$ cat config.mk
export PLATFORM = sky130hd
export DESIGN_NAME = piso_serializer
export DESIGN_NICKNAME = d
export VERILOG_FILES = /design/src/rtl/piso_pkg.sv /design/src/rtl/piso_bit_counter.sv /design/src/rtl/piso_serializer.sv
export SDC_FILE = /design/constraint.sdc
export NUM_CORES = 1
export LEC_CHECK = 0
export CORE_AREA = 2 2 39 41
export DETAILED_ROUTE_END_ITERATION = 7
export DIE_AREA = 0 0 41 43
export SLEW_MARGIN = 30
export SYNTH_ARGS = -nofsm -noshare
export SYNTH_HDL_FRONTEND = slang
export SYNTH_HIERARCHICAL = 1
export SYNTH_SLANG_ARGS = --single-unit
$ cat constraint.sdc
create_clock -name clk -period 1.45 [get_ports clk]
set_input_delay 0.29 -clock clk [delete_from_list [all_inputs] [get_ports clk]]
set_output_delay 0.29 -clock clk [all_outputs]
set_load 0.01 [all_outputs]
$ cat src/rtl/piso_pkg.sv
// ---------------------------------------------------------------------------
// piso_pkg
// Shared definitions for the parallel-in/serial-out serializer slice.
//   - state_t        : FSM state encoding (IDLE / SHIFT / PARITY)
//   - DEFAULT_D_SIZE : default word width in bits
//   - cntWidth()     : width of the bit counter for a given word width
// Optional feature macro used by the slice: PISO_PARITY_EN (the PARITY state
// is only reachable when it is defined).
// ---------------------------------------------------------------------------
package piso_pkg;

    // Frame sequencing states. PARITY is only entered when the parity
    // feature is compiled in, but the encoding is fixed either way.
    typedef enum logic [1:0] {
        IDLE   = 2'd0,
        SHIFT  = 2'd1,
        PARITY = 2'd2
    } state_t;

    localparam int DEFAULT_D_SIZE = 4;

    // Counter width needed to count data bits 0 .. dSize-1. A one-bit word is
    // not a legal configuration, but a width of at least 1 keeps the
    // arithmetic well formed.
    function automatic int cntWidth(input int dSize);
        return (dSize > 1) ? $clog2(dSize) : 1;
    endfunction

endpackage

$ cat src/rtl/piso_bit_counter.sv
// ---------------------------------------------------------------------------
// piso_bit_counter
// Counts the data bits of the frame currently on the serial line and flags
// the last one.
// Ports:
//   clk        : system clock, rising edge
//   rst        : asynchronous reset, active-high (count returns to 0)
//   clear_i    : a new word is being loaded; count restarts at 0
//   enable_i   : advance to the next data bit
//   terminal_o : count has reached D_SIZE-1 (last data bit of the frame)
// Macro: none (PISO_PARITY_EN is handled entirely in the top level).
// ---------------------------------------------------------------------------
module piso_bit_counter
    import piso_pkg::*;
#(
    parameter int D_SIZE = DEFAULT_D_SIZE
) (
    input  logic clk,
    input  logic rst,
    input  logic clear_i,
    input  logic enable_i,
    output logic terminal_o
);

    localparam int CW = cntWidth(D_SIZE);
    localparam logic [CW-1:0] LAST_BIT = CW'(D_SIZE - 1);

    logic [CW-1:0] count_q;
    logic [CW-1:0] count_d;

    // Next count: a load always restarts the frame at bit 0 and takes
    // priority over advancing, otherwise step forward only when enabled.
    always_comb begin
        count_d = count_q;
        if (clear_i) begin
            count_d = '0;
        end else if (enable_i) begin
            count_d = count_q + CW'(1);
        end
    end

    // Counter register; reset puts us back at bit 0 so a frame aborted by
    // reset leaves no trace in the count.
    always_ff @(posedge clk or posedge rst) begin
        if (rst) begin
            count_q <= '0;
        end else begin
            count_q <= count_d;
        end
    end

    assign terminal_o = (count_q == LAST_BIT);

endmodule

$ cat src/rtl/piso_serializer.sv
// ---------------------------------------------------------------------------
// piso_serializer
// Parallel-in/serial-out serializer. Accepts a D_SIZE-bit word over a
// valid/ready handshake and shifts it out one bit per clock with a
// qualifying serial_valid strobe. Consecutive words follow with no idle
// bubble so a downstream SIPO sees a continuous bit stream.
// Parameters:
//   D_SIZE    : word width in bits (>= 2)
//   MSB_FIRST : 1 = bit D_SIZE-1 leaves first, 0 = bit 0 leaves first
// Ports:
//   clk          : system clock, rising edge
//   rst          : asynchronous reset, active-high
//   in_data      : parallel word to serialize
//   in_valid     : in_data is valid this cycle
//   in_ready     : a word will be accepted at the next rising edge
//   serial_out   : current serial bit (flop output)
//   serial_valid : serial_out carries a frame bit this cycle
//   frame_done   : one-cycle pulse on the last bit of a frame
// Macro: PISO_PARITY_EN - when defined, each frame is followed by one even
// parity bit (XOR of the word) and the frame grows to D_SIZE+1 bits.
// ---------------------------------------------------------------------------
module piso_serializer
    import piso_pkg::*;
#(
    parameter int D_SIZE    = DEFAULT_D_SIZE,
    parameter bit MSB_FIRST = 1'b1
) (
    input  logic              clk,
    input  logic              rst,
    input  logic [D_SIZE-1:0] in_data,
    input  logic              in_valid,
    output logic              in_ready,
    output logic              serial_out,
    output logic              serial_valid,
    output logic              frame_done
);

    state_t            state_q;
    state_t            state_d;
    logic [D_SIZE-1:0] shiftReg_q;
    logic [D_SIZE-1:0] shiftReg_d;
    logic [D_SIZE-1:0] shiftedWord;
    logic              cntClear;
    logic              cntEnable;
    logic              lastBit;
    logic              inReady;
    logic              accept;

`ifdef PISO_PARITY_EN
    logic              parity_q;
    logic              parity_d;
    logic [D_SIZE-1:0] parityWord;
`endif

    // Bit position tracking lives in its own small counter so the FSM only
    // has to ask "is this the last data bit?".
    piso_bit_counter #(
        .D_SIZE (D_SIZE)
    ) u_bitCounter (
        .clk        (clk),
        .rst        (rst),
        .clear_i    (cntClear),
        .enable_i   (cntEnable),
        .terminal_o (lastBit)
    );

    // The outgoing bit always sits at one fixed end of the shift register
    // (top for MSB-first, bottom for LSB-first). Advancing moves the next
    // bit into that slot and back-fills with zero, which also leaves the
    // register clean once a frame has fully drained. The parity bit, when
    // present, is simply parked in the same output slot for its cycle.
    always_comb begin
        if (MSB_FIRST) begin
            shiftedWord = {shiftReg_q[D_SIZE-2:0], 1'b0};
        end else begin
            shiftedWord = {1'b0, shiftReg_q[D_SIZE-1:1]};
        end
`ifdef PISO_PARITY_EN
        if (MSB_FIRST) begin
            parityWord = {parity_q, {(D_SIZE-1){1'b0}}};
        end else begin
            parityWord = {{(D_SIZE-1){1'b0}}, parity_q};
        end
`endif
    end

    // Handshake: a word can be taken whenever the line is idle, or in the
    // final cycle of the current frame so the next word follows without a
    // gap. With parity that final cycle is the parity bit, not the last
    // data bit. Ready is held low throughout reset.
    always_comb begin
        inReady = 1'b0;
        case (state_q)
            IDLE:    inReady = 1'b1;
`ifdef PISO_PARITY_EN
            PARITY:  inReady = 1'b1;
`else
            SHIFT:   inReady = lastBit;
`endif
            default: inReady = 1'b0;
        endcase
        if (rst) begin
            inReady = 1'b0;
        end
    end

    assign accept = in_valid & inReady;

    // Next-state and datapath control. A load copies the word into the
    // shift register and restarts the counter; the first bit then appears
    // on serial_out in the following cycle. At the end of a frame we either
    // chain straight into the next word or drop back to IDLE with a zeroed
    // register so serial_out reads 0 while idle.
    always_comb begin
        state_d    = state_q;
        shiftReg_d = shiftReg_q;
        cntClear   = 1'b0;
        cntEnable  = 1'b0;
        case (state_q)
            IDLE: begin
                if (accept) begin
                    state_d    = SHIFT;
                    shiftReg_d = in_data;
                    cntClear   = 1'b1;
                end
            end
            SHIFT: begin
                if (!lastBit) begin
                    shiftReg_d = shiftedWord;
                    cntEnable  = 1'b1;
                end else begin
`ifdef PISO_PARITY_EN
                    state_d    = PARITY;
                    shiftReg_d = parityWord;
`else
                    if (accept) begin
                        state_d    = SHIFT;
                        shiftReg_d = in_data;
                        cntClear   = 1'b1;
                    end else begin
                        state_d    = IDLE;
                        shiftReg_d = '0;
                    end
`endif
                end
            end
`ifdef PISO_PARITY_EN
            PARITY: begin
                if (accept) begin
                    state_d    = SHIFT;
                    shiftReg_d = in_data;
                    cntClear   = 1'b1;
                end else begin
                    state_d    = IDLE;
                    shiftReg_d = '0;
                end
            end
`endif
            default: begin
                state_d    = IDLE;
                shiftReg_d = '0;
            end
        endcase
    end

`ifdef PISO_PARITY_EN
    // Even parity of the word is captured at load time, since the word
    // itself is shifted away bit by bit before the parity cycle arrives.
    always_comb begin
        parity_d = parity_q;
        if (cntClear) begin
            parity_d = ^in_data;
        end
    end

    // Parity holding register; cleared with the rest of the frame state.
    always_ff @(posedge clk or posedge rst) begin
        if (rst) begin
            parity_q <= 1'b0;
        end else begin
            parity_q <= parity_d;
        end
    end
`endif

    // State and shift register. Reset aborts any frame in flight at once:
    // the register clears and the state returns to IDLE, so serial_valid
    // and frame_done drop without completing the frame.
    always_ff @(posedge clk or posedge rst) begin
        if (rst) begin
            state_q    <= IDLE;
            shiftReg_q <= '0;
        end else begin
            state_q    <= state_d;
            shiftReg_q <= shiftReg_d;
        end
    end

    // Outputs are taken straight from the state and shift register flops.
    // frame_done marks the final bit on the line: the last data bit, or
    // the parity bit when that feature is present.
    assign in_ready     = inReady;
    assign serial_out   = MSB_FIRST ? shiftReg_q[D_SIZE-1] : shiftReg_q[0];
    assign serial_valid = (state_q != IDLE);
`ifdef PISO_PARITY_EN
    assign frame_done   = (state_q == PARITY);
`else
    assign frame_done   = (state_q == SHIFT) && lastBit;
`endif

endmodule

==> metrics <==
status=finished, final reports clean; pwr/cell area=1930 nW/um2; setup repair after global routing missed its margin=true; #FFs+latches synth=7; Avg Inst Size Synth=11.0 um2; cells after synthesis=33; num rows=14; Reg-to-Reg End=u_bitCounter/count_q[1]; Psw=0.388 mW; sequential share of power=30.2%; mapped cell area=363 um2; final setup violating endpoints=0; initial antenna violation count=0; Clock Sinks=7; Total GRT Usage=10.9%; total vias in the final route=326; worst rel slew slack=87.6%; Slew Limit Fails=0; worst hold slack=0.373 ns; DR iter-0 viols=3; Worst Path Arrival=1.10 ns; CTS tree=yes; top post-synthesis cells by area=dfrtp_1 (48%), a32oi_1 (7.2%), mux2i_1 (5.5%), nor2b_2 (4.8%), o211ai_1 (4.1%); n_diodes=0; Inst Count DP=64; filler cell count in the final layout=141; Peak VDD IR=0.000742 V; EDFF count, synth=0; clock root cell=clkbuf_4; grt total ovfl=0; Synth top cells by count=dfrtp_1 (7), a32oi_1 (3), inv_1 (3), nor2_1 (3); synth unique cells=16; H-tree levels=1; CP required=1.16 ns; crit share post-route=96.1%; io pins=11; cell accounting for the most synthesized area=dfrtp_1; Die ar.=1760 um2; Slew @ Worst Pin=0.186 ns; CP endpoint kind=output pin; Core ar.=1380 um2; # Max-Cap Violations=0; Horiz. Die Dim=41 um; DP HPWL=582 um; Reg2Reg Depth=6; Tmin final=1.39 ns; Net Sw Frac=34.5%; fin nets=65; total CTS buffers=3; Comb pwr share=54.3%; vias in the first global route=320; Hold Crit Class=input pin to asynchronous set/reset pin; Wirelength per Cell=11.0 um; TritonRoute pass-1 iters=4; ys flop type=dfrtp_1; gp weighted congestion=0.672; global-route wire length before repair=1290 um; Layout area overhead=60.3%; Avg Vias per Cell=4.53; Yosys top cell area share=48.3%; initial core utilization=26.2%; P_int=0.735 mW; total nets after synthesis=41; Final Hold Viols=0; Worst setup SP type=flip-flop; Clk pin slew, worst setup/hold paths=0.05 ns; CP Class=flip-flop to output pin; Final Util=42.0%; Post-Route WL=789 um; Clock Skews=0.00207 ns; clock latency on the worst-skew pair=0.24 ns; Pleak=0.294 nW; fmax=717 MHz; ys async rst share=100%; post-route antenna net violation count=0; R2R Setup Slk=0.13 ns; Max FO, Critical Path=3; total power draw=1.12 mW; most common cell in the netlist=dfrtp_1; Longest Clk Path Bufs=2; die span in y=43 um; power share of the clock group=15.5%; reg-to-reg startpoint=u_bitCounter/count_q[0]; share of layout cells above drive strength 1=35.7%; Ys Warns=6; Port Buf Inserts=10; DRC=0; final non-filler cell total=72; largest net degree at the start of global routing=7; sequential element share of the synthesized area=48.3%
[layout make-up]
type | count | area (um2) | area share [%]
Clock buffer | 4 | 26.3 | 4.52
Timing Repair Buffer | 20 | 166 | 28.6
Multi-Input combinational cell | 22 | 183 | 31.4
Tap cell | 16 | 20.0 | 3.44
Sequential cell | 7 | 175 | 30.1
Inverter | 3 | 11.3 | 1.94
[sequential cells by signal, indices dropped and copies added (netlist names)]
signal / cells
shiftReg_q: 4
u_bitCounter/count_q: 2
state_q: 1
[how the worst max path moves through the flow]
stage | start | endpoint | slack (ns) | depth (start not counted)
global route | u_bitCounter/count_q[0] | in_ready | -0.002 | 4
detailed placement | rst | in_ready | -0.18 | 3
floorplan | u_bitCounter/count_q[0] | in_ready | 0.22 | 4
global placement | rst | in_ready | -0.18 | 3
CTS | shiftReg_q[3] | serial_out | 0.03 | 1
finish | u_bitCounter/count_q[0] | in_ready | 0.06 | 4
[what timing repair did]
action                     4_1_cts  5_1_grt
hold buffers                     0        0
pin swaps                        1        0
setup endpoints to repair        3        2
setup buffers                    4        0
gates resized for setup         10        3
[cell usage in the layout (no fill, tap or decap)]
| cell type | count |
|---|---|
| dfrtp_1 | 7 |
| nor2b_4 | 1 |
| buf_4 | 10 |
| nand2_1 | 2 |
| nor2b_2 | 1 |
| and2_1 | 1 |
| a32o_1 | 1 |
| inv_1 | 3 |
| dlymetal6s2s_1 | 1 |
| nor2_4 | 1 |
| nand2b_2 | 1 |
| buf_2 | 2 |
| xnor2_1 | 1 |
| nor2_1 | 3 |
| clkdlybuf4s50_1 | 6 |
| clkbuf_1 | 1 |
| clkbuf_4 | 3 |
| dlygate4sd2_1 | 1 |
| a32oi_1 | 3 |
| mux2i_1 | 2 |
| ha_4 | 1 |
| o211ai_1 | 2 |
| o21ai_1 | 2 |
[routing by layer]
metal	share of wire [%]	vias to the layer above	track usage, %
li1	-	163	-
met1	50	150	15.1
met2	41	13	14.7
met3	8.6	0	3.14
met4	0	0	6.00
met5	0	-	0
[stage by stage]
stage	instance area, um2	setup TNS [ns]	setup slack, ns
4_1_cts	564	0	0.0286
3_5_place_dp	517	-0.358	-0.178
2_1_floorplan	363	0	0.216
5_1_grt	582	-0.00192	-0.00192
6_report	582	0	0.0562
3_3_place_gp	517	-0.361	-0.178
[kinds of logic after synthesis]
kind of cell | after synthesis | synth area share (%)
AO/OA/AOI/OAI | 8 | 16.9
XOR/XNOR | 1 | 2.41
adder cells (fa/ha/maj) | 1 | 3.45
buffers and inverters | 4 | 6.21
flip-flops | 7 | 48.3
multiplexers | 2 | 5.52
AND/OR/NAND/NOR | 10 | 17.2
[power by group through the flow]
stage               combinational [mW]  sequential [mW]  clock, mW
finish                           0.610            0.339      0.174
global route                     0.683            0.348      0.194
CTS                              0.585            0.324      0.178
detailed placement               0.528            0.329          0
global placement                 0.520            0.327          0
floorplan                        0.304            0.339          0
[worst max-delay path, cell delays in order, from the launching register on]
cell and delay [ns]:
dfrtp_1 0.41, ha_4 0.18, nor2b_4 0.10, nor2_1 0.04, buf_2 0.13
No activity file was read; power rests on OpenSTA's default activity.
